File: src/rtl/surf_wb_intercon_if.sv
// Wishbone point-to-point link between a master and the interconnect or the interconnect and a slave.
// AW sets the address width carried on the link.
interface surf_wb_intercon_if #(parameter int AW = 22);
   logic          cyc;
   logic          stb;
   logic          we;
   logic [AW-1:0] adr;
   logic [31:0]   wdat;
   logic [3:0]    sel;
   logic          ack;
   logic          err;
   logic [31:0]   rdat;

   modport master (output cyc, stb, we, adr, wdat, sel, input  ack, err, rdat);
   modport slave  (input  cyc, stb, we, adr, wdat, sel, output ack, err, rdat);
endinterface

File: src/rtl/surf_wb_intercon.sv
// Two-master round-robin Wishbone interconnect onto id/notch/agc/beam/rfdc, with unmapped and timeout errors.
// Optional SURF_WB_ERR_CAPTURE_EN adds err_adr_o/err_src_o/err_cnt_o error capture outputs.
module surf_wb_intercon #(
   parameter int TIMEOUT_CYCLES = 1023,
   parameter int TIMEOUT_BITS   = 10
) (
   input  logic                  wb_clk_i,
   input  logic                  wb_rst_n_i,
   surf_wb_intercon_if.slave     m0,
   surf_wb_intercon_if.slave     m1,
   surf_wb_intercon_if.master    id,
   surf_wb_intercon_if.master    notch,
   surf_wb_intercon_if.master    agc,
   surf_wb_intercon_if.master    beam,
   surf_wb_intercon_if.master    rfdc
`ifdef SURF_WB_ERR_CAPTURE_EN
   ,
   output logic [21:0]           err_adr_o,
   output logic [1:0]            err_src_o,
   output logic [15:0]           err_cnt_o
`endif
);

   typedef enum logic [1:0] {IDLE, GNT0, GNT1} state_t;

   state_t                  state, state_nxt;
   logic                    last_gnt, last_gnt_nxt;
   logic                    g0, g1;
   logic                    g_cyc, g_stb, g_we;
   logic [21:0]             g_adr;
   logic [31:0]             g_wdat;
   logic [3:0]              g_sel;
   logic                    hit_rfdc, hit_lo, unmapped;
   logic [4:0]              tgt;
   logic [TIMEOUT_BITS-1:0] to_cnt;
   logic                    gated_q, to_fire, gate, live;
   logic                    un_err_q;
   logic [4:0]              s_cyc, s_stb, s_ack_v, s_err_v;
   logic                    s_ack, s_err, m_ack, m_err;
   logic [31:0]             s_dat;

   // ---------------- arbiter ----------------
   always_ff @(posedge wb_clk_i or negedge wb_rst_n_i) begin
      if (!wb_rst_n_i) begin
         state    <= IDLE;
         last_gnt <= 1'b1;
      end else begin
         state    <= state_nxt;
         last_gnt <= last_gnt_nxt;
      end
   end

   always_comb begin
      state_nxt    = state;
      last_gnt_nxt = last_gnt;
      case (state)
         IDLE: begin
            if (m0.cyc && m1.cyc) state_nxt = last_gnt ? GNT0 : GNT1;
            else if (m0.cyc)      state_nxt = GNT0;
            else if (m1.cyc)      state_nxt = GNT1;
         end
         GNT0: if (!m0.cyc) begin
            state_nxt    = IDLE;
            last_gnt_nxt = 1'b0;
         end
         GNT1: if (!m1.cyc) begin
            state_nxt    = IDLE;
            last_gnt_nxt = 1'b1;
         end
         default: state_nxt = IDLE;
      endcase
   end

   assign g0     = (state == GNT0);
   assign g1     = (state == GNT1);
   assign g_cyc  = (g0 && m0.cyc) || (g1 && m1.cyc);
   assign g_stb  = (g0 && m0.cyc && m0.stb) || (g1 && m1.cyc && m1.stb);
   assign g_we   = g0 ? m0.we   : (g1 ? m1.we   : 1'b0);
   assign g_adr  = g0 ? m0.adr  : (g1 ? m1.adr  : '0);
   assign g_wdat = g0 ? m0.wdat : (g1 ? m1.wdat : '0);
   assign g_sel  = g0 ? m0.sel  : (g1 ? m1.sel  : '0);

   // ---------------- decode ----------------
   assign hit_rfdc = g_adr[21];
   assign hit_lo   = !g_adr[21] && (g_adr[20:14] == '0);
   assign unmapped = !hit_rfdc && !hit_lo;

   always_comb begin
      tgt = '0;
      if (hit_rfdc)    tgt[4] = 1'b1;
      else if (hit_lo) tgt[g_adr[13:12]] = 1'b1;
   end

   // ---------------- timeout / error generation ----------------
   // The firing cycle already gates the slave, so a late ack can never race the forced err.
   assign to_fire = g_stb && !unmapped && !gated_q && (to_cnt == TIMEOUT_BITS'(TIMEOUT_CYCLES));
   assign gate    = gated_q || to_fire;
   assign live    = g_cyc && !gate;

   always_ff @(posedge wb_clk_i or negedge wb_rst_n_i) begin
      if (!wb_rst_n_i) begin
         to_cnt   <= '0;
         gated_q  <= 1'b0;
         un_err_q <= 1'b0;
      end else begin
         if (g_stb && !unmapped && !gate && !s_ack && !s_err) to_cnt <= to_cnt + 1'b1;
         else                                                to_cnt <= '0;
         if (!g_cyc)       gated_q <= 1'b0;
         else if (to_fire) gated_q <= 1'b1;
         un_err_q <= g_stb && unmapped && !un_err_q;
      end
   end

   // ---------------- slave routing ----------------
   assign s_cyc   = live ? tgt : '0;
   assign s_stb   = g_stb ? s_cyc : '0;
   assign s_ack_v = {rfdc.ack, beam.ack, agc.ack, notch.ack, id.ack};
   assign s_err_v = {rfdc.err, beam.err, agc.err, notch.err, id.err};
   assign s_ack   = |(s_cyc & s_ack_v);
   assign s_err   = |(s_cyc & s_err_v);

   always_comb begin
      s_dat = '0;
      if      (s_cyc[0]) s_dat = id.rdat;
      else if (s_cyc[1]) s_dat = notch.rdat;
      else if (s_cyc[2]) s_dat = agc.rdat;
      else if (s_cyc[3]) s_dat = beam.rdat;
      else if (s_cyc[4]) s_dat = rfdc.rdat;
   end

   assign id.cyc     = s_cyc[0];
   assign id.stb     = s_stb[0];
   assign id.we      = s_cyc[0] && g_we;
   assign id.adr     = s_cyc[0] ? g_adr[11:0] : '0;
   assign id.wdat    = s_cyc[0] ? g_wdat : '0;
   assign id.sel     = s_cyc[0] ? g_sel : '0;

   assign notch.cyc  = s_cyc[1];
   assign notch.stb  = s_stb[1];
   assign notch.we   = s_cyc[1] && g_we;
   assign notch.adr  = s_cyc[1] ? g_adr[11:0] : '0;
   assign notch.wdat = s_cyc[1] ? g_wdat : '0;
   assign notch.sel  = s_cyc[1] ? g_sel : '0;

   assign agc.cyc    = s_cyc[2];
   assign agc.stb    = s_stb[2];
   assign agc.we     = s_cyc[2] && g_we;
   assign agc.adr    = s_cyc[2] ? g_adr[11:0] : '0;
   assign agc.wdat   = s_cyc[2] ? g_wdat : '0;
   assign agc.sel    = s_cyc[2] ? g_sel : '0;

   assign beam.cyc   = s_cyc[3];
   assign beam.stb   = s_stb[3];
   assign beam.we    = s_cyc[3] && g_we;
   assign beam.adr   = s_cyc[3] ? g_adr[11:0] : '0;
   assign beam.wdat  = s_cyc[3] ? g_wdat : '0;
   assign beam.sel   = s_cyc[3] ? g_sel : '0;

   assign rfdc.cyc   = s_cyc[4];
   assign rfdc.stb   = s_stb[4];
   assign rfdc.we    = s_cyc[4] && g_we;
   assign rfdc.adr   = s_cyc[4] ? g_adr[16:0] : '0;
   assign rfdc.wdat  = s_cyc[4] ? g_wdat : '0;
   assign rfdc.sel   = s_cyc[4] ? g_sel : '0;

   // ---------------- master responses ----------------
   assign m_err   = g_cyc && (s_err || un_err_q || to_fire);
   assign m_ack   = s_ack && !m_err;

   assign m0.ack  = g0 && m_ack;
   assign m0.err  = g0 && m_err;
   assign m0.rdat = (g0 && m_ack) ? s_dat : '0;
   assign m1.ack  = g1 && m_ack;
   assign m1.err  = g1 && m_err;
   assign m1.rdat = (g1 && m_ack) ? s_dat : '0;

`ifdef SURF_WB_ERR_CAPTURE_EN
   always_ff @(posedge wb_clk_i or negedge wb_rst_n_i) begin
      if (!wb_rst_n_i) begin
         err_adr_o <= '0;
         err_src_o <= '0;
         err_cnt_o <= '0;
      end else if (m_err) begin
         err_adr_o <= g_adr;
         err_src_o <= to_fire ? 2'd2 : (un_err_q ? 2'd1 : 2'd0);
         if (err_cnt_o != 16'hFFFF) err_cnt_o <= err_cnt_o + 1'b1;
      end
   end
`endif

endmodule

File: src/flat_wrapper.sv
// flat-port wrapper written by rule: the top's interface ports become plain ports
module surf_wb_intercon_flat 
#(
   parameter int TIMEOUT_CYCLES = 1023,
   parameter int TIMEOUT_BITS   = 10
)
  (wb_clk_i, wb_rst_n_i, m0_cyc, m0_stb, m0_we, m0_adr, m0_wdat, m0_sel, m0_ack, m0_err, m0_rdat, m1_cyc, m1_stb, m1_we, m1_adr, m1_wdat, m1_sel, m1_ack, m1_err, m1_rdat, id_cyc, id_stb, id_we, id_adr, id_wdat, id_sel, id_ack, id_err, id_rdat, notch_cyc, notch_stb, notch_we, notch_adr, notch_wdat, notch_sel, notch_ack, notch_err, notch_rdat, agc_cyc, agc_stb, agc_we, agc_adr, agc_wdat, agc_sel, agc_ack, agc_err, agc_rdat, beam_cyc, beam_stb, beam_we, beam_adr, beam_wdat, beam_sel, beam_ack, beam_err, beam_rdat, rfdc_cyc, rfdc_stb, rfdc_we, rfdc_adr, rfdc_wdat, rfdc_sel, rfdc_ack, rfdc_err, rfdc_rdat);
  surf_wb_intercon_if #(.AW(22)) m0_i ();
  surf_wb_intercon_if #(.AW(22)) m1_i ();
  surf_wb_intercon_if #(.AW(12)) id_i ();
  surf_wb_intercon_if #(.AW(12)) notch_i ();
  surf_wb_intercon_if #(.AW(12)) agc_i ();
  surf_wb_intercon_if #(.AW(12)) beam_i ();
  surf_wb_intercon_if #(.AW(17)) rfdc_i ();
  input  logic wb_clk_i;
  input  logic wb_rst_n_i;
  input wire logic [$bits(m0_i.cyc)-1:0] m0_cyc;
  input wire logic [$bits(m0_i.stb)-1:0] m0_stb;
  input wire logic [$bits(m0_i.we)-1:0] m0_we;
  input wire logic [$bits(m0_i.adr)-1:0] m0_adr;
  input wire logic [$bits(m0_i.wdat)-1:0] m0_wdat;
  input wire logic [$bits(m0_i.sel)-1:0] m0_sel;
  output wire logic [$bits(m0_i.ack)-1:0] m0_ack;
  output wire logic [$bits(m0_i.err)-1:0] m0_err;
  output wire logic [$bits(m0_i.rdat)-1:0] m0_rdat;
  input wire logic [$bits(m1_i.cyc)-1:0] m1_cyc;
  input wire logic [$bits(m1_i.stb)-1:0] m1_stb;
  input wire logic [$bits(m1_i.we)-1:0] m1_we;
  input wire logic [$bits(m1_i.adr)-1:0] m1_adr;
  input wire logic [$bits(m1_i.wdat)-1:0] m1_wdat;
  input wire logic [$bits(m1_i.sel)-1:0] m1_sel;
  output wire logic [$bits(m1_i.ack)-1:0] m1_ack;
  output wire logic [$bits(m1_i.err)-1:0] m1_err;
  output wire logic [$bits(m1_i.rdat)-1:0] m1_rdat;
  output wire logic [$bits(id_i.cyc)-1:0] id_cyc;
  output wire logic [$bits(id_i.stb)-1:0] id_stb;
  output wire logic [$bits(id_i.we)-1:0] id_we;
  output wire logic [$bits(id_i.adr)-1:0] id_adr;
  output wire logic [$bits(id_i.wdat)-1:0] id_wdat;
  output wire logic [$bits(id_i.sel)-1:0] id_sel;
  input wire logic [$bits(id_i.ack)-1:0] id_ack;
  input wire logic [$bits(id_i.err)-1:0] id_err;
  input wire logic [$bits(id_i.rdat)-1:0] id_rdat;
  output wire logic [$bits(notch_i.cyc)-1:0] notch_cyc;
  output wire logic [$bits(notch_i.stb)-1:0] notch_stb;
  output wire logic [$bits(notch_i.we)-1:0] notch_we;
  output wire logic [$bits(notch_i.adr)-1:0] notch_adr;
  output wire logic [$bits(notch_i.wdat)-1:0] notch_wdat;
  output wire logic [$bits(notch_i.sel)-1:0] notch_sel;
  input wire logic [$bits(notch_i.ack)-1:0] notch_ack;
  input wire logic [$bits(notch_i.err)-1:0] notch_err;
  input wire logic [$bits(notch_i.rdat)-1:0] notch_rdat;
  output wire logic [$bits(agc_i.cyc)-1:0] agc_cyc;
  output wire logic [$bits(agc_i.stb)-1:0] agc_stb;
  output wire logic [$bits(agc_i.we)-1:0] agc_we;
  output wire logic [$bits(agc_i.adr)-1:0] agc_adr;
  output wire logic [$bits(agc_i.wdat)-1:0] agc_wdat;
  output wire logic [$bits(agc_i.sel)-1:0] agc_sel;
  input wire logic [$bits(agc_i.ack)-1:0] agc_ack;
  input wire logic [$bits(agc_i.err)-1:0] agc_err;
  input wire logic [$bits(agc_i.rdat)-1:0] agc_rdat;
  output wire logic [$bits(beam_i.cyc)-1:0] beam_cyc;
  output wire logic [$bits(beam_i.stb)-1:0] beam_stb;
  output wire logic [$bits(beam_i.we)-1:0] beam_we;
  output wire logic [$bits(beam_i.adr)-1:0] beam_adr;
  output wire logic [$bits(beam_i.wdat)-1:0] beam_wdat;
  output wire logic [$bits(beam_i.sel)-1:0] beam_sel;
  input wire logic [$bits(beam_i.ack)-1:0] beam_ack;
  input wire logic [$bits(beam_i.err)-1:0] beam_err;
  input wire logic [$bits(beam_i.rdat)-1:0] beam_rdat;
  output wire logic [$bits(rfdc_i.cyc)-1:0] rfdc_cyc;
  output wire logic [$bits(rfdc_i.stb)-1:0] rfdc_stb;
  output wire logic [$bits(rfdc_i.we)-1:0] rfdc_we;
  output wire logic [$bits(rfdc_i.adr)-1:0] rfdc_adr;
  output wire logic [$bits(rfdc_i.wdat)-1:0] rfdc_wdat;
  output wire logic [$bits(rfdc_i.sel)-1:0] rfdc_sel;
  input wire logic [$bits(rfdc_i.ack)-1:0] rfdc_ack;
  input wire logic [$bits(rfdc_i.err)-1:0] rfdc_err;
  input wire logic [$bits(rfdc_i.rdat)-1:0] rfdc_rdat;
  assign m0_i.cyc = m0_cyc;
  assign m0_i.stb = m0_stb;
  assign m0_i.we = m0_we;
  assign m0_i.adr = m0_adr;
  assign m0_i.wdat = m0_wdat;
  assign m0_i.sel = m0_sel;
  assign m0_ack = m0_i.ack;
  assign m0_err = m0_i.err;
  assign m0_rdat = m0_i.rdat;
  assign m1_i.cyc = m1_cyc;
  assign m1_i.stb = m1_stb;
  assign m1_i.we = m1_we;
  assign m1_i.adr = m1_adr;
  assign m1_i.wdat = m1_wdat;
  assign m1_i.sel = m1_sel;
  assign m1_ack = m1_i.ack;
  assign m1_err = m1_i.err;
  assign m1_rdat = m1_i.rdat;
  assign id_cyc = id_i.cyc;
  assign id_stb = id_i.stb;
  assign id_we = id_i.we;
  assign id_adr = id_i.adr;
  assign id_wdat = id_i.wdat;
  assign id_sel = id_i.sel;
  assign id_i.ack = id_ack;
  assign id_i.err = id_err;
  assign id_i.rdat = id_rdat;
  assign notch_cyc = notch_i.cyc;
  assign notch_stb = notch_i.stb;
  assign notch_we = notch_i.we;
  assign notch_adr = notch_i.adr;
  assign notch_wdat = notch_i.wdat;
  assign notch_sel = notch_i.sel;
  assign notch_i.ack = notch_ack;
  assign notch_i.err = notch_err;
  assign notch_i.rdat = notch_rdat;
  assign agc_cyc = agc_i.cyc;
  assign agc_stb = agc_i.stb;
  assign agc_we = agc_i.we;
  assign agc_adr = agc_i.adr;
  assign agc_wdat = agc_i.wdat;
  assign agc_sel = agc_i.sel;
  assign agc_i.ack = agc_ack;
  assign agc_i.err = agc_err;
  assign agc_i.rdat = agc_rdat;
  assign beam_cyc = beam_i.cyc;
  assign beam_stb = beam_i.stb;
  assign beam_we = beam_i.we;
  assign beam_adr = beam_i.adr;
  assign beam_wdat = beam_i.wdat;
  assign beam_sel = beam_i.sel;
  assign beam_i.ack = beam_ack;
  assign beam_i.err = beam_err;
  assign beam_i.rdat = beam_rdat;
  assign rfdc_cyc = rfdc_i.cyc;
  assign rfdc_stb = rfdc_i.stb;
  assign rfdc_we = rfdc_i.we;
  assign rfdc_adr = rfdc_i.adr;
  assign rfdc_wdat = rfdc_i.wdat;
  assign rfdc_sel = rfdc_i.sel;
  assign rfdc_i.ack = rfdc_ack;
  assign rfdc_i.err = rfdc_err;
  assign rfdc_i.rdat = rfdc_rdat;
  surf_wb_intercon #(.TIMEOUT_CYCLES(TIMEOUT_CYCLES), .TIMEOUT_BITS(TIMEOUT_BITS)) u_core (.wb_clk_i(wb_clk_i), .wb_rst_n_i(wb_rst_n_i), .m0(m0_i), .m1(m1_i), .id(id_i), .notch(notch_i), .agc(agc_i), .beam(beam_i), .rfdc(rfdc_i));
endmodule
File: config.mk
export PLATFORM = sky130hd
export DESIGN_NAME = surf_wb_intercon_flat
export DESIGN_NICKNAME = d
export VERILOG_FILES = /design/src/rtl/surf_wb_intercon_if.sv /design/src/rtl/surf_wb_intercon.sv /design/src/flat_wrapper.sv
export SDC_FILE = /design/constraint.sdc
export NUM_CORES = 1
export LEC_CHECK = 0
export CAP_MARGIN = 20
export CORE_AREA = 8 8 234 236
export CTS_CLUSTER_DIAMETER = 80
export DETAILED_ROUTE_END_ITERATION = 6
export DIE_AREA = 0 0 242 244
export HOLD_SLACK_MARGIN = 0.02
export PLACE_DENSITY = 0.41
export SETUP_SLACK_MARGIN = 0.2
export SLEW_MARGIN = 10
export SYNTH_ARGS = -nofsm -noshare
export SYNTH_HDL_FRONTEND = slang
export SYNTH_SLANG_ARGS = --single-unit
File: constraint.sdc
create_clock -name wb_clk_i -period 5.1 [get_ports wb_clk_i]
set_input_delay 0.765 -clock wb_clk_i [delete_from_list [all_inputs] [get_ports wb_clk_i]]
set_output_delay 0.765 -clock wb_clk_i [all_outputs]
set_load 0.02 [all_outputs]
==> results by group, run 1 <==
Global route
  – Overall global routing resource usage: 16.0%
  – Initial antenna violation count: 14
  – Global route overflow: 0
  – Number of global-route vias before repair: roughly 9000
  – Wire length of the first global-routing pass: 70400 um
  – Maximum number of pins on one net before global-route repair: 56

STA
  – Period utilization: 94.7%
  – Upper clock frequency limit: 0.207 GHz
  – Slew @ Worst Pin: 1.05 ns
  – RSZ-0062 raised after global routing: true
  – Final hold violation count: 0
  – Final slew viol count: 0
  – Final min period: 4.83 ns
  – Setup TNS after final layout: 0 ns
  – Normalized max-slew margin: 30.3%
  – Number of failing setup endpoints in the final timing report: 0
  – Setup Skew: between 0.0015 and 0.002 ns

Yosys
  – Register bit count reported by yosys: 15
  – Simple-gate portion of the synthesized area: 50.8%
  – Top-count cell post-synth: sky130_fd_sc_hd__nor2_1
  – Async set or reset register ratio after synthesis: 100%
  – Synthesized netlist cell count: 774
  – Average cell area after synthesis: 5.51 um^2
  – Cell Area, Synth: 0.00427 mm^2
  – Post-synth top flop: sky130_fd_sc_hd__dfrtp_1
  – Count of cell types in the netlist: 58
  – Area fraction in compound gates after synthesis: 29.2%
  – Count of flip-flops with a built-in enable after synthesis: 0
  – Multiplexer share of the synthesized area: 0.499%
  – List of most frequent post-synthesis cells: sky130_fd_sc_hd__nor2_1, sky130_fd_sc_hd__a22oi_1, sky130_fd_sc_hd__a31oi_1
  – Dominant combinational cell family by area after synthesis: simple AND/OR/NAND/NOR gates
  – Sequential share of the synthesized area: 8.83%
  – Cell type contributing the most total cell area after synthesis: sky130_fd_sc_hd__nor2_1
  – Adder and majority gate portion of the synthesized area: 0.293%
  – Top-area cell type share of the netlist area: 29.7%
  – Area share of xor/xnor cells in the synthesized design: under 10%
  – Top cells by area in the synthesized netlist: sky130_fd_sc_hd__nor2_1, sky130_fd_sc_hd__a22oi_1, sky130_fd_sc_hd__dfrtp_1, sky130_fd_sc_hd__a31oi_1, sky130_fd_sc_hd__nor3b_1
  – Number of nets produced by synthesis: 1069
  – Yosys warnings: 0

Place
  – Detailed placer's ending HPWL: around 44000 um
  – Routability congestion estimate: 0.906
  – Port Buffers: around 620
  – Total placed cells including tap cells: 2061

Route
  – DR pass1 iterations: 5
  – Post-Route WL: 51300 um
  – Count of vias placed by the detailed router: between 8000 and 9000
  – Drt initial violations: 377
  – Routed wirelength normalized by instance count: 24.8 um
  – Average vias per placed instance: between 4 and 5
  – Number of nets with antenna violations after routing: 0
  – Post-detailed-route DRC marker count: 0

Clock network
  – Worst-skew pair later-pin latency: 0.24 ns
  – Root Driver: sky130_fd_sc_hd__clkbuf_16
  – TritonCTS Sinks: 15
  – Post-CTS clock slew at the launch and capture registers of the worst setup and hold paths: approximately 0.050 ns
  – Inserted Clock Buffers: 3
  – TritonCTS clock tree: done
  – Deepest clock path buffer count: 2
  – Number of buffers inserted for hold repair after clock tree synthesis: 0
  – H-tree depth: 1

Run
  – Max-capacitance violation count: 0

Finish
  – Final cell count without fillers: 2068
  – Final Net Count: ~1700
  – Number of filler instances in the final layout: between 5000 and 6000
  – Layout Area Growth over Synthesis: 180%
  – Fraction of layout instances using a drive strength above 1: 7.65%

Floorplanning
  – Number of core rows: 83
  – Floorplan die height: approximately 240 um
  – Core region area: 0.0509 mm^2
  – Die area: 0.0590 mm^2
  – Die W: approximately 240 um
  – Num ports: 622
  – Initial standard-cell utilization of the core: 8.38%

Run status
  – Outcome: finished, final reports clean

Pwr
  – Maximum vdd drop: 0.0000865 V
  – Lkg Pwr: 4.77 nW
  – Total power per unit cell area: between 100 and 150 mW/mm^2

Critical path
  – Path type of the worst setup path: input pin to output pin
  – Family with the most delay on the worst path: buffers and inverters
  – CP Data Required Time: 4.34 ns
  – CP Cell Sequence: clkdlybuf4s50_1 -> nor4_2 -> a21oi_2 -> or4_1 -> buf_4 -> nor3_1 -> a31oi_1 -> buf_4 -> a21oi_1 -> nor2_1 -> clkdlybuf4s50_1
  – Critical Path Source Type: input pin
  – CP max-delay cell: sky130_fd_sc_hd__or4_1
  – Arr. time, crit path: 4.06 ns
  – Count of buffer and inverter cells on the critical path: 4
  – Critical path's largest stage delay: between 0.6 and 0.7 ns
  – Type of destination of the critical path: output pin
  – Largest driver fanout on the critical path: 24

Hold path
  – Min-delay worst type: flop to flop
[flip-flops by register name, summed over array words and instances, names as in the netlist]
register	flops
u_core.to_cnt	10
u_core.state	2
u_core.un_err_q	1
u_core.gated_q	1
u_core.last_gnt	1
[logic make-up (layout without fill, tap and decap cells)]
group / Yosys count / after routing
compound gates: 181 / 181
mux: 2 / 2
fa+ha+maj: 1 / 1
xor+xnor: 8 / 8
buf+inv: 88 / 700
simple gates: 479 / 479
flops: 15 / 15
other cells: 0 / 2
[power breakdown]
group | total (mW) | leakage, nW | internal (mW) | switching, mW
logic | 0.937 | 4.52 | 0.414 | 0.523
registers | 0.140 | 0.203 | 0.126 | 0.0142
clock network | 0.156 | 0.0409 | 0.105 | 0.0507
total | 1.23 | 4.77 | 0.645 | 0.588
[cells in the final DEF (no fill, tap or decap), types with 3 or more instances in the layout]
cell                              synthesis  layout
sky130_fd_sc_hd__nor2_1                 338     338
sky130_fd_sc_hd__nor3b_1                 28      28
sky130_fd_sc_hd__a22o_1                   3       3
sky130_fd_sc_hd__dlygate4sd2_1            0       3
sky130_fd_sc_hd__nand4_1                  3       3
sky130_fd_sc_hd__inv_1                   10      10
sky130_fd_sc_hd__nand2b_1                 4       3
sky130_fd_sc_hd__a31oi_1                 53      51
sky130_fd_sc_hd__dfrtp_1                 14      14
sky130_fd_sc_hd__buf_12                   0       9
sky130_fd_sc_hd__and3_1                   5       5
sky130_fd_sc_hd__a22oi_1                 56      56
sky130_fd_sc_hd__nand2_1                  7       5
sky130_fd_sc_hd__nand3_1                 35      34
sky130_fd_sc_hd__nor3_1                  30      30
sky130_fd_sc_hd__and3b_1                  4       4
sky130_fd_sc_hd__a21oi_1                 39      37
sky130_fd_sc_hd__buf_6                    3       3
sky130_fd_sc_hd__clkdlybuf4s50_1          0     558
sky130_fd_sc_hd__clkbuf_16                0       3
sky130_fd_sc_hd__buf_4                    1      56
sky130_fd_sc_hd__xor2_1                   5       5
sky130_fd_sc_hd__and2_1                   3       3
sky130_fd_sc_hd__o21ai_0                  7       7
sky130_fd_sc_hd__xnor2_1                  3       3
sky130_fd_sc_hd__dlymetal6s2s_1           0      55
sky130_fd_sc_hd__nor2_2                   4       4
sky130_fd_sc_hd__a2bb2oi_2                4       4
[routing by layer]
layer	global-route usage, %	vias up	routed length (um)
met5	0	-	99
met4	2.41	16	666
met3	5.60	52	4420
met2	29.3	467	25900
met1	18.1	4038	20200
li1	-	3931	-
[through the flow]
step | setup slack, ns | total power [mW] | util, % | area, um^2 | hold WS, ns
final | 0.273 | 1.23 | 23.4 | 11900 | 0.458
after global routing | 0.0681 | 1.31 | 23.4 | 11900 | 0.469
after CTS | 0.204 | 1.25 | 23.1 | 11700 | 0.451
after detailed placement | 0.126 | 1.09 | 22.9 | 11700 | 0.445
after global placement | 0.175 | 1.09 | 22.9 | 11700 | 0.438
after floorplan | 1.33 | 0.510 | - | 4270 | 0.413
[final timing paths]
path	start	endpoint	slack [ns]	cells after the start
worst max-delay path	m1_adr[17]	m0_rdat[15]	0.27	11
worst min-delay path	u_core.un_err_q	u_core.un_err_q	0.46	1
worst max register to register	u_core.state[0]	u_core.to_cnt[9]	2.01	9
worst min register to register	u_core.un_err_q	u_core.un_err_q	0.46	1
max in group asynchronous	wb_rst_n_i	u_core.to_cnt[9]	3.69	1
min in group asynchronous	wb_rst_n_i	u_core.state[0]	0.95	1
[timing repair]
action / CTS / global route
setup buffers: 0 / 1
gates resized for setup: 6 / 61
setup endpoints to repair: 11 / 68
pin swaps: 0 / 2
[cell type report]
class                   instances  area [um^2]  share of cell area [%]
clock buffers                   3         75.1                   0.629
repair buffers                684         6930                    58.1
well taps                     680          851                    7.13
inverters                      12         45.0                   0.378
diodes                          2         5.00                  0.0420
clock inverters                 1         5.00                  0.0420
flip-flops and latches         15          377                    3.16
multi-input cells             671         3630                    30.5
Note: power is estimated with default switching activity, not from simulation.
==> inputs of run 2 (changes only) <==
- CTS_CLUSTER_DIAMETER: 80 -> 120
- clock period: 5.1 -> 6.09 ns (I/O delays scaled with it)
==> results by group, run 2 (synthesized netlist as in run 1, its figures left out) <==
Route
  – Count of vias placed by the detailed router: 8315 (was 8504)
  – Average vias per placed instance: 4.09 (was 4.11)
  – Post-Route WL: 50600 um (was 51300 um)
  – Number of nets with antenna violations after routing: 0 (unchanged)
  – DR pass1 iterations: 5 (unchanged)
  – Routed wirelength normalized by instance count: 24.9 um (was 24.8 um)
  – Post-detailed-route DRC marker count: 0 (unchanged)
  – Drt initial violations: 388 (was 377)

Place
  – Routability congestion estimate: 0.928 (was 0.906)
  – Port Buffers: 621 (unchanged)
  – Detailed placer's ending HPWL: 43100 um (was 43500 um)
  – Cell area reported after detailed placement: 0.0113 mm^2 (was 0.0117 mm^2)

Global route
  – Routing usage on met3: 4.74% (was 5.60%)
  – Wire length of the first global-routing pass: 69500 um (was 70400 um)
  – Met2 routing resource usage after global routing: 29.2% (was 29.3%)
  – Most crowded layer after global routing: met2 (unchanged)
  – Global route overflow: 0 (unchanged)
  – Met1 capacity usage during global routing: 18.3% (was 18.1%)
  – Maximum number of pins on one net before global-route repair: 56 (unchanged)
  – Initial antenna violation count: 11 (was 14)
  – Number of global-route vias before repair: 8880 (was 8964)
  – Overall global routing resource usage: 15.9% (was 16.0%)

Critical path
  – Type of destination of the critical path: output pin (unchanged)
  – Arr. time, crit path: 4.64 ns (was 4.06 ns)
  – Path type of the worst setup path: input pin to output pin (unchanged)
  – Critical Path Source Type: input pin (unchanged)
  – Largest driver fanout on the critical path: 15 (was 24)
  – CP Data Required Time: 5.18 ns (was 4.34 ns)

Clock network
  – TritonCTS Sinks: 15 (unchanged)
  – Post-CTS Resized: 0 (was 6)
  – TritonCTS clock tree: done (unchanged)
  – Postcts setup bufs: 0 (unchanged)
  – Number of buffers inserted for hold repair after clock tree synthesis: 0 (unchanged)
  – Post-CTS clock slew at the launch and capture registers of the worst setup and hold paths: 0.05 ns (about the same)
  – Root Driver: sky130_fd_sc_hd__clkbuf_16 (unchanged)
  – Worst-skew pair later-pin latency: 0.24 ns (about the same)
  – Inserted Clock Buffers: 3 (unchanged)
  – Deepest clock path buffer count: 2 (unchanged)
  – H-tree depth: 1 (unchanged)

Finish
  – Number of filler instances in the final layout: 5735 (was 5706)
  – Largest regs: u_core.to_cnt x10, u_core.state x2 (unchanged)
  – Fraction of layout instances using a drive strength above 1: 4.52% (was 7.65%)
  – Commonest cells after routing, fill and taps aside: sky130_fd_sc_hd__clkdlybuf4s50_1, sky130_fd_sc_hd__nor2_1, sky130_fd_sc_hd__a22oi_1 (was sky130_fd_sc_hd__clkdlybuf4s50_1, sky130_fd_sc_hd__nor2_1, sky130_fd_sc_hd__a22oi_1, sky130_fd_sc_hd__buf_4, sky130_fd_sc_hd__dlymetal6s2s_1)
  – Max reg flops: 10 (unchanged)
  – Most common library cell in the layout ignoring fill and taps: sky130_fd_sc_hd__clkdlybuf4s50_1 (unchanged)
  – Finished Cell Area: 0.0114 mm^2 (was 0.0119 mm^2)
  – Layout Area Growth over Synthesis: 168% (was 180%)
  – Utilization after layout: 22.4% (was 23.4%)
  – Largest Register: u_core.to_cnt (unchanged)
  – Final Net Count: 1647 (was 1682)

Floorplanning
  – Num ports: 622 (unchanged)
  – Number of core rows: 83 (unchanged)
  – Floorplan die height: 244 um (unchanged)
  – Die area: 0.0590 mm^2 (unchanged)
  – Core region area: 0.0509 mm^2 (unchanged)
  – Initial standard-cell utilization of the core: 8.38% (unchanged)
  – Die W: 242 um (unchanged)

STA
  – Slew @ Worst Pin: 1.04 ns (was 1.05 ns)
  – Final hold violation count: 0 (unchanged)
  – Period utilization: 91.1%
  – Setup TNS after final layout: 0 ns (unchanged)
  – Normalized max-slew margin: 30.6% (was 30.3%)
  – Number of failing setup endpoints in the final timing report: 0 (unchanged)
  – Final slew viol count: 0 (unchanged)
  – Setup Skew: 0.00152 ns (was 0.00189 ns)
  – Upper clock frequency limit: ~0.18 GHz
  – RSZ-0062 raised after global routing: false (was true)
  – Final min period: 5.55 ns

Pwr
  – Total power per unit cell area: 86.8 mW/mm^2 (was 103 mW/mm^2)
  – Maximum vdd drop: 0.0000883 V (was 0.0000865 V)
  – Lkg Pwr: 3.51 nW (was 4.77 nW)

Hold path
  – Min-delay worst type: flop to flop (unchanged)

Run status
  – Outcome: finished, final reports clean (unchanged)

Run
  – Max-capacitance violation count: 0 (unchanged)
[run 2: cell count changes in the layout (fill, tap and decap cells not counted), sizes merged]
cell,change
clkinv,-1
clkdlybuf4s50,+62
diode,-1
dlygate4sd2,-3
buf,-39
clkbuf,+1
dlymetal6s2s,-55
[run 2: power by group]
| group | switching (mW) | internal [mW] | total (mW) |
|---|---|---|---|
| registers | 0.0115 | 0.106 | 0.117 |
| logic | 0.427 | 0.319 | 0.747 |
| clock network | 0.0386 | 0.0886 | 0.127 |
[run 2: final timing paths]
path,slack [ns],to,cells after the start,from
max in group asynchronous,4.57,u_core.to_cnt[2],1,wb_rst_n_i
min in group asynchronous,1.09,u_core.state[1],1,wb_rst_n_i
max,0.54,m1_rdat[6],10,m0_adr[14]
min reg2reg,0.45,u_core.un_err_q,1,u_core.un_err_q
min,0.45,u_core.un_err_q,1,u_core.un_err_q
max reg2reg,2.90,u_core.to_cnt[8],8,u_core.state[1]
[run 2: worst max-delay path: stages]
cell	delay, ns
sky130_fd_sc_hd__clkdlybuf4s50_1	0.42
sky130_fd_sc_hd__nor3_1	0.60
sky130_fd_sc_hd__a21oi_1	0.28
sky130_fd_sc_hd__nor4_4	0.62
sky130_fd_sc_hd__nand4_4	0.16
sky130_fd_sc_hd__inv_2	0.34
sky130_fd_sc_hd__buf_4	0.31
sky130_fd_sc_hd__a21oi_1	0.12
sky130_fd_sc_hd__nor2_1	0.21
sky130_fd_sc_hd__clkdlybuf4s50_1	0.65
[run 2: cell type report]
cell class / instances / area [um^2] / share of cell area (%)
Multi-Input combinational cell: 671 / 3600 / 31.5
Sequential cell: 15 / 377 / 3.30
Antenna cell: 1 / 2.50 / 0.0219
Tap cell: 680 / 851 / 7.45
Clock buffer: 4 / 78.8 / 0.691
Inverter: 12 / 45.0 / 0.395
Timing Repair Buffer: 649 / 6460 / 56.6
[run 2: stage by stage]
stage / instances / power, mW / setup slack, ns / hold slack (ns)
floorplan: 774 / 0.427 / 2.03 / 0.413
global placement: 2027 / 0.880 / 0.406 / 0.439
detailed placement: 2027 / 0.879 / 0.409 / 0.449
CTS: 2031 / 1.01 / 0.403 / 0.455
global route: 2032 / 1.05 / 0.201 / 0.496
finish: 2032 / 0.991 / 0.541 / 0.455
[run 2: routing by layer]
metal  vias up  routed length, um
met3        47               4020
met4        10                793
li1       3858                  -
met1      3943              20300
met5         -                 60
met2       457              25400
==> inputs of run 3 (changes only) <==
- ABC_AREA: default -> 1
- CORE_AREA: 8 8 234 236 -> 8 8 235 237
- DIE_AREA: 0 0 242 244 -> 0 0 243 245
- SLEW_MARGIN: 10 -> 20
==> results by group, run 3 <==
Run status
  – Outcome: finished, final reports clean (unchanged)

Yosys
  – Cell Area, Synth: 0.00430 mm^2 (was 0.00427 mm^2)
  – Number of nets produced by synthesis: 1166 (was 1069)
  – Top cells by area in the synthesized netlist: sky130_fd_sc_hd__nor2_1, sky130_fd_sc_hd__a22o_1, sky130_fd_sc_hd__inv_1, sky130_fd_sc_hd__nand2_1, sky130_fd_sc_hd__dfrtp_1 (was sky130_fd_sc_hd__nor2_1, sky130_fd_sc_hd__a22oi_1, sky130_fd_sc_hd__dfrtp_1, sky130_fd_sc_hd__a31oi_1, sky130_fd_sc_hd__nor3b_1)
  – Yosys warnings: 0 (unchanged)
  – Post-synth top flop: sky130_fd_sc_hd__dfrtp_1 (unchanged)
  – List of most frequent post-synthesis cells: sky130_fd_sc_hd__nor2_1, sky130_fd_sc_hd__inv_1, sky130_fd_sc_hd__nand2_1 (was sky130_fd_sc_hd__nor2_1, sky130_fd_sc_hd__a22oi_1, sky130_fd_sc_hd__a31oi_1)
  – Area fraction in compound gates after synthesis: 18.6% (was 29.2%)
  – Register bit count reported by yosys: 15 (unchanged)
  – Count of cell types in the netlist: 37 (was 58)
  – Adder and majority gate portion of the synthesized area: 0.291% (was 0.293%)
  – Area share of xor/xnor cells in the synthesized design: 0.816% (was 1.64%)
  – Simple-gate portion of the synthesized area: 54.5% (was 50.8%)
  – Dominant combinational cell family by area after synthesis: simple AND/OR/NAND/NOR gates (unchanged)
  – Count of flip-flops with a built-in enable after synthesis: 0 (unchanged)
  – Cell type contributing the most total cell area after synthesis: sky130_fd_sc_hd__nor2_1 (unchanged)
  – Synthesized netlist cell count: 871 (was 774)
  – Sequential share of the synthesized area: 8.77% (was 8.83%)
  – Top-count cell post-synth: sky130_fd_sc_hd__nor2_1 (unchanged)
  – Top-area cell type share of the netlist area: 35.1% (was 29.7%)
  – Average cell area after synthesis: 4.93 um^2 (was 5.51 um^2)
  – Multiplexer share of the synthesized area: 0% (was 0.499%)
  – Async set or reset register ratio after synthesis: 100% (unchanged)

Floorplanning
  – Core region area: 0.0517 mm^2 (was 0.0509 mm^2)
  – Num ports: 622 (unchanged)
  – Number of core rows: 84 (was 83)
  – Die W: 243 um (was 242 um)
  – Die area: 0.0595 mm^2 (was 0.0590 mm^2)
  – Floorplan die height: 245 um (was 244 um)
  – Initial standard-cell utilization of the core: 8.31% (was 8.38%)

Global route
  – Overall global routing resource usage: 13.7% (was 15.9%)
  – Global route overflow: 0 (unchanged)
  – Initial antenna violation count: 10 (was 11)
  – Wire length of the first global-routing pass: 62000 um (was 69500 um)
  – Maximum number of pins on one net before global-route repair: 51 (was 56)
  – Number of global-route vias before repair: 8363 (was 8880)

Pwr
  – Lkg Pwr: 4.06 nW (was 3.51 nW)
  – Total power per unit cell area: 94.3 mW/mm^2 (was 86.8 mW/mm^2)
  – Maximum vdd drop: 0.0000869 V (was 0.0000883 V)

STA
  – Normalized max-slew margin: 30.6% (about the same)
  – Final min period: 5.34 ns (was 5.55 ns)
  – Post-route worst hold slack: 0.436 ns (was 0.455 ns)
  – Number of failing setup endpoints in the final timing report: 0 (unchanged)
  – Period utilization: 87.7% (was 91.1%)
  – Final hold violation count: 0 (unchanged)
  – RSZ-0062 raised after global routing: false (unchanged)
  – Slew @ Worst Pin: 1.04 ns (about the same)
  – Setup TNS after final layout: 0 ns (unchanged)
  – Crit path setup slack, layout: 0.747 ns (was 0.541 ns)
  – Upper clock frequency limit: 0.187 GHz (was 0.180 GHz)
  – Final slew viol count: 0 (unchanged)
  – Setup Skew: 0.00582 ns (was 0.00152 ns)

Critical path
  – Arr. time, crit path: 4.43 ns (was 4.64 ns)
  – Critical path's largest stage delay: 0.69 ns (was 0.65 ns)
  – Path type of the worst setup path: input pin to output pin (unchanged)
  – Count of buffer and inverter cells on the critical path: 3 (was 4)
  – R2r startpoint: u_core.state[1] (unchanged)
  – CP Cell Sequence: clkdlybuf4s50_1 -> nand3_1 -> nand2_1 -> nor2_1 -> nand3_1 -> nand2_2 -> nand3_2 -> nand3_4 -> nor3_1 -> nand2_2 -> buf_4 -> nor2_1 -> clkdlybuf4s50_1 (was clkdlybuf4s50_1 -> nor3_1 -> a21oi_1 -> nor4_4 -> nand4_4 -> inv_2 -> buf_4 -> a21oi_1 -> nor2_1 -> clkdlybuf4s50_1)
  – Register-to-register path setup slack: 2.98 ns (was 2.90 ns)
  – CP max-delay cell: sky130_fd_sc_hd__clkdlybuf4s50_1 (unchanged)
  – Largest driver fanout on the critical path: 43 (was 15)
  – CP Data Required Time: 5.18 ns (about the same)
  – CP Launch Point: m0_adr[16] (was m0_adr[14])
  – Critical Path Source Type: input pin (unchanged)
  – Family with the most delay on the worst path: simple AND/OR/NAND/NOR gates (was buffers and inverters)
  – Type of destination of the critical path: output pin (unchanged)

Finish
  – Fraction of layout instances using a drive strength above 1: 3.72% (was 4.52%)
  – Max reg flops: 10 (unchanged)
  – Layout Area Growth over Synthesis: 163% (was 168%)
  – Largest Register: u_core.to_cnt (unchanged)
  – FF+latch area: 377 um^2 (unchanged)
  – Most common library cell in the layout ignoring fill and taps: sky130_fd_sc_hd__clkdlybuf4s50_1 (unchanged)
  – Multi-input gate area: 0.00320 mm^2 (was 0.00360 mm^2)
  – Number of filler instances in the final layout: 5907 (was 5735)
  – Final cell count without fillers: 2142 (was 2032)
  – Largest regs: u_core.to_cnt x10, u_core.state x2 (unchanged)
  – Final Net Count: 1746 (was 1647)
  – Commonest cells after routing, fill and taps aside: sky130_fd_sc_hd__clkdlybuf4s50_1, sky130_fd_sc_hd__nor2_1, sky130_fd_sc_hd__inv_1 (was sky130_fd_sc_hd__clkdlybuf4s50_1, sky130_fd_sc_hd__nor2_1, sky130_fd_sc_hd__a22oi_1)
  – Finished Cell Area: 0.0113 mm^2 (was 0.0114 mm^2)

Place
  – Setup WS pre-CTS: 0.671 ns (was 0.409 ns)
  – Detailed placer's ending HPWL: 37300 um (was 43100 um)
  – Cell area reported after detailed placement: 0.0112 mm^2 (was 0.0113 mm^2)
  – Total placed cells including tap cells: 2134 (was 2027)
  – Port Buffers: 621 (unchanged)
  – Routability congestion estimate: 0.915 (was 0.928)

Clock network
  – Worst-skew pair later-pin latency: 0.25 ns (was 0.24 ns)
  – Number of buffers inserted for hold repair after clock tree synthesis: 0 (unchanged)
  – Post-CTS Resized: 0 (unchanged)
  – Post-CTS clock slew at the launch and capture registers of the worst setup and hold paths: 0.05 ns (about the same)
  – Root Driver: sky130_fd_sc_hd__clkbuf_16 (unchanged)
  – H-tree depth: 1 (unchanged)
  – Deepest clock path buffer count: 2 (unchanged)
  – Postcts setup bufs: 0 (unchanged)
  – TritonCTS Sinks: 15 (unchanged)
  – Inserted Clock Buffers: 3 (unchanged)
  – TritonCTS clock tree: done (unchanged)

Route
  – Count of vias placed by the detailed router: 7947 (was 8315)
  – Routed wirelength normalized by instance count: 20.6 um (was 24.9 um)
  – Post-Route WL: 44200 um (was 50600 um)
  – Average vias per placed instance: 3.71 (was 4.09)
  – Drt initial violations: 334 (was 388)
  – Post-detailed-route DRC marker count: 0 (unchanged)
  – DR pass1 iterations: 5 (unchanged)
  – Number of nets with antenna violations after routing: 0 (unchanged)

Hold path
  – Worst Hold Launch: u_core.un_err_q (unchanged)
  – Min-delay worst type: flop to flop (unchanged)

Run
  – Max-capacitance violation count: 0 (unchanged)
==> run 3: changes by cell type in the layout (fill, tap and decap cells not counted), sizes merged, moves of 6 or more <==
| cell | change |
|---|---|
| nand2 | +97 |
| o22ai | +6 |
| inv | +109 |
| a22oi | -27 |
| a22o | +46 |
| a31oi | -53 |
| nor2 | +64 |
| nor3 | -26 |
| nor3b | -28 |
| buf | -14 |
| nand3 | +17 |
| a21oi | -33 |
==> run 3: logic make-up (layout without fill, tap and decap cells) <==
family	count (synthesis)	after routing
AND/OR/NAND/NOR	572	572
buffers and inverters	178	757
AO/OA/AOI/OAI	101	101
flip-flops	15	15
XOR/XNOR	4	4
adder cells (fa/ha/maj)	1	1
other	0	4
==> run 3: worst register-to-register path: stages (launching register included) <==
cell and delay (ns):
sky130_fd_sc_hd__dfrtp_1 0.65, sky130_fd_sc_hd__nand2_4 0.18, sky130_fd_sc_hd__a21oi_1 0.18, sky130_fd_sc_hd__nor2_1 0.05, sky130_fd_sc_hd__nand3_1 0.19, sky130_fd_sc_hd__nand2_2 0.11, sky130_fd_sc_hd__nand3_2 0.12, sky130_fd_sc_hd__nand3_4 0.16
sky130_fd_sc_hd__nor2_1 0.47, sky130_fd_sc_hd__nand2_1 0.10, sky130_fd_sc_hd__nand3_1 0.14, sky130_fd_sc_hd__nand3b_4 0.18, sky130_fd_sc_hd__nand2b_1 0.38, sky130_fd_sc_hd__nor2_1 0.08
==> run 3: final timing paths <==
kind                                     to  cells after the start
max                               id_adr[2]                     13
min                         u_core.un_err_q                      1
max reg2reg                u_core.to_cnt[7]                     13
min reg2reg                 u_core.un_err_q                      1
max in group asynchronous  u_core.to_cnt[9]                      1
min in group asynchronous  u_core.to_cnt[2]                      1
==> run 3: cell type report <==
type / count / area share (%)
timing repair buffer: 633 / 55.9
multi-input combinational: 678 / 28.4
tap: 688 / 7.63
inverter: 120 / 3.99
sequential: 15 / 3.34
clock buffer: 3 / 0.666
antenna: 4 / 0.0888
clock inverter: 1 / 0.0444
==> run 3: power breakdown <==
part	internal [mW]	switching [mW]
combinational	0.323	0.490
clock	0.0878	0.0425
sequential	0.110	0.0111
==> run 3: per-stage QoR <==
step                power [mW]  util, %
global route              1.14     21.8
CTS                       1.09     21.8
floorplan                0.493        -
finish                    1.06     21.8
detailed placement       0.955     21.6
global placement         0.954     21.6
==> run 3: per-layer routing <==
layer	vias to the layer above	track usage [%]	share of wire, %
li1	3859	-	-
met1	3623	15.4	39
met2	419	25.9	51
met3	36	4.24	8.7
met4	10	1.69	1.1
met5	-	0	0.16
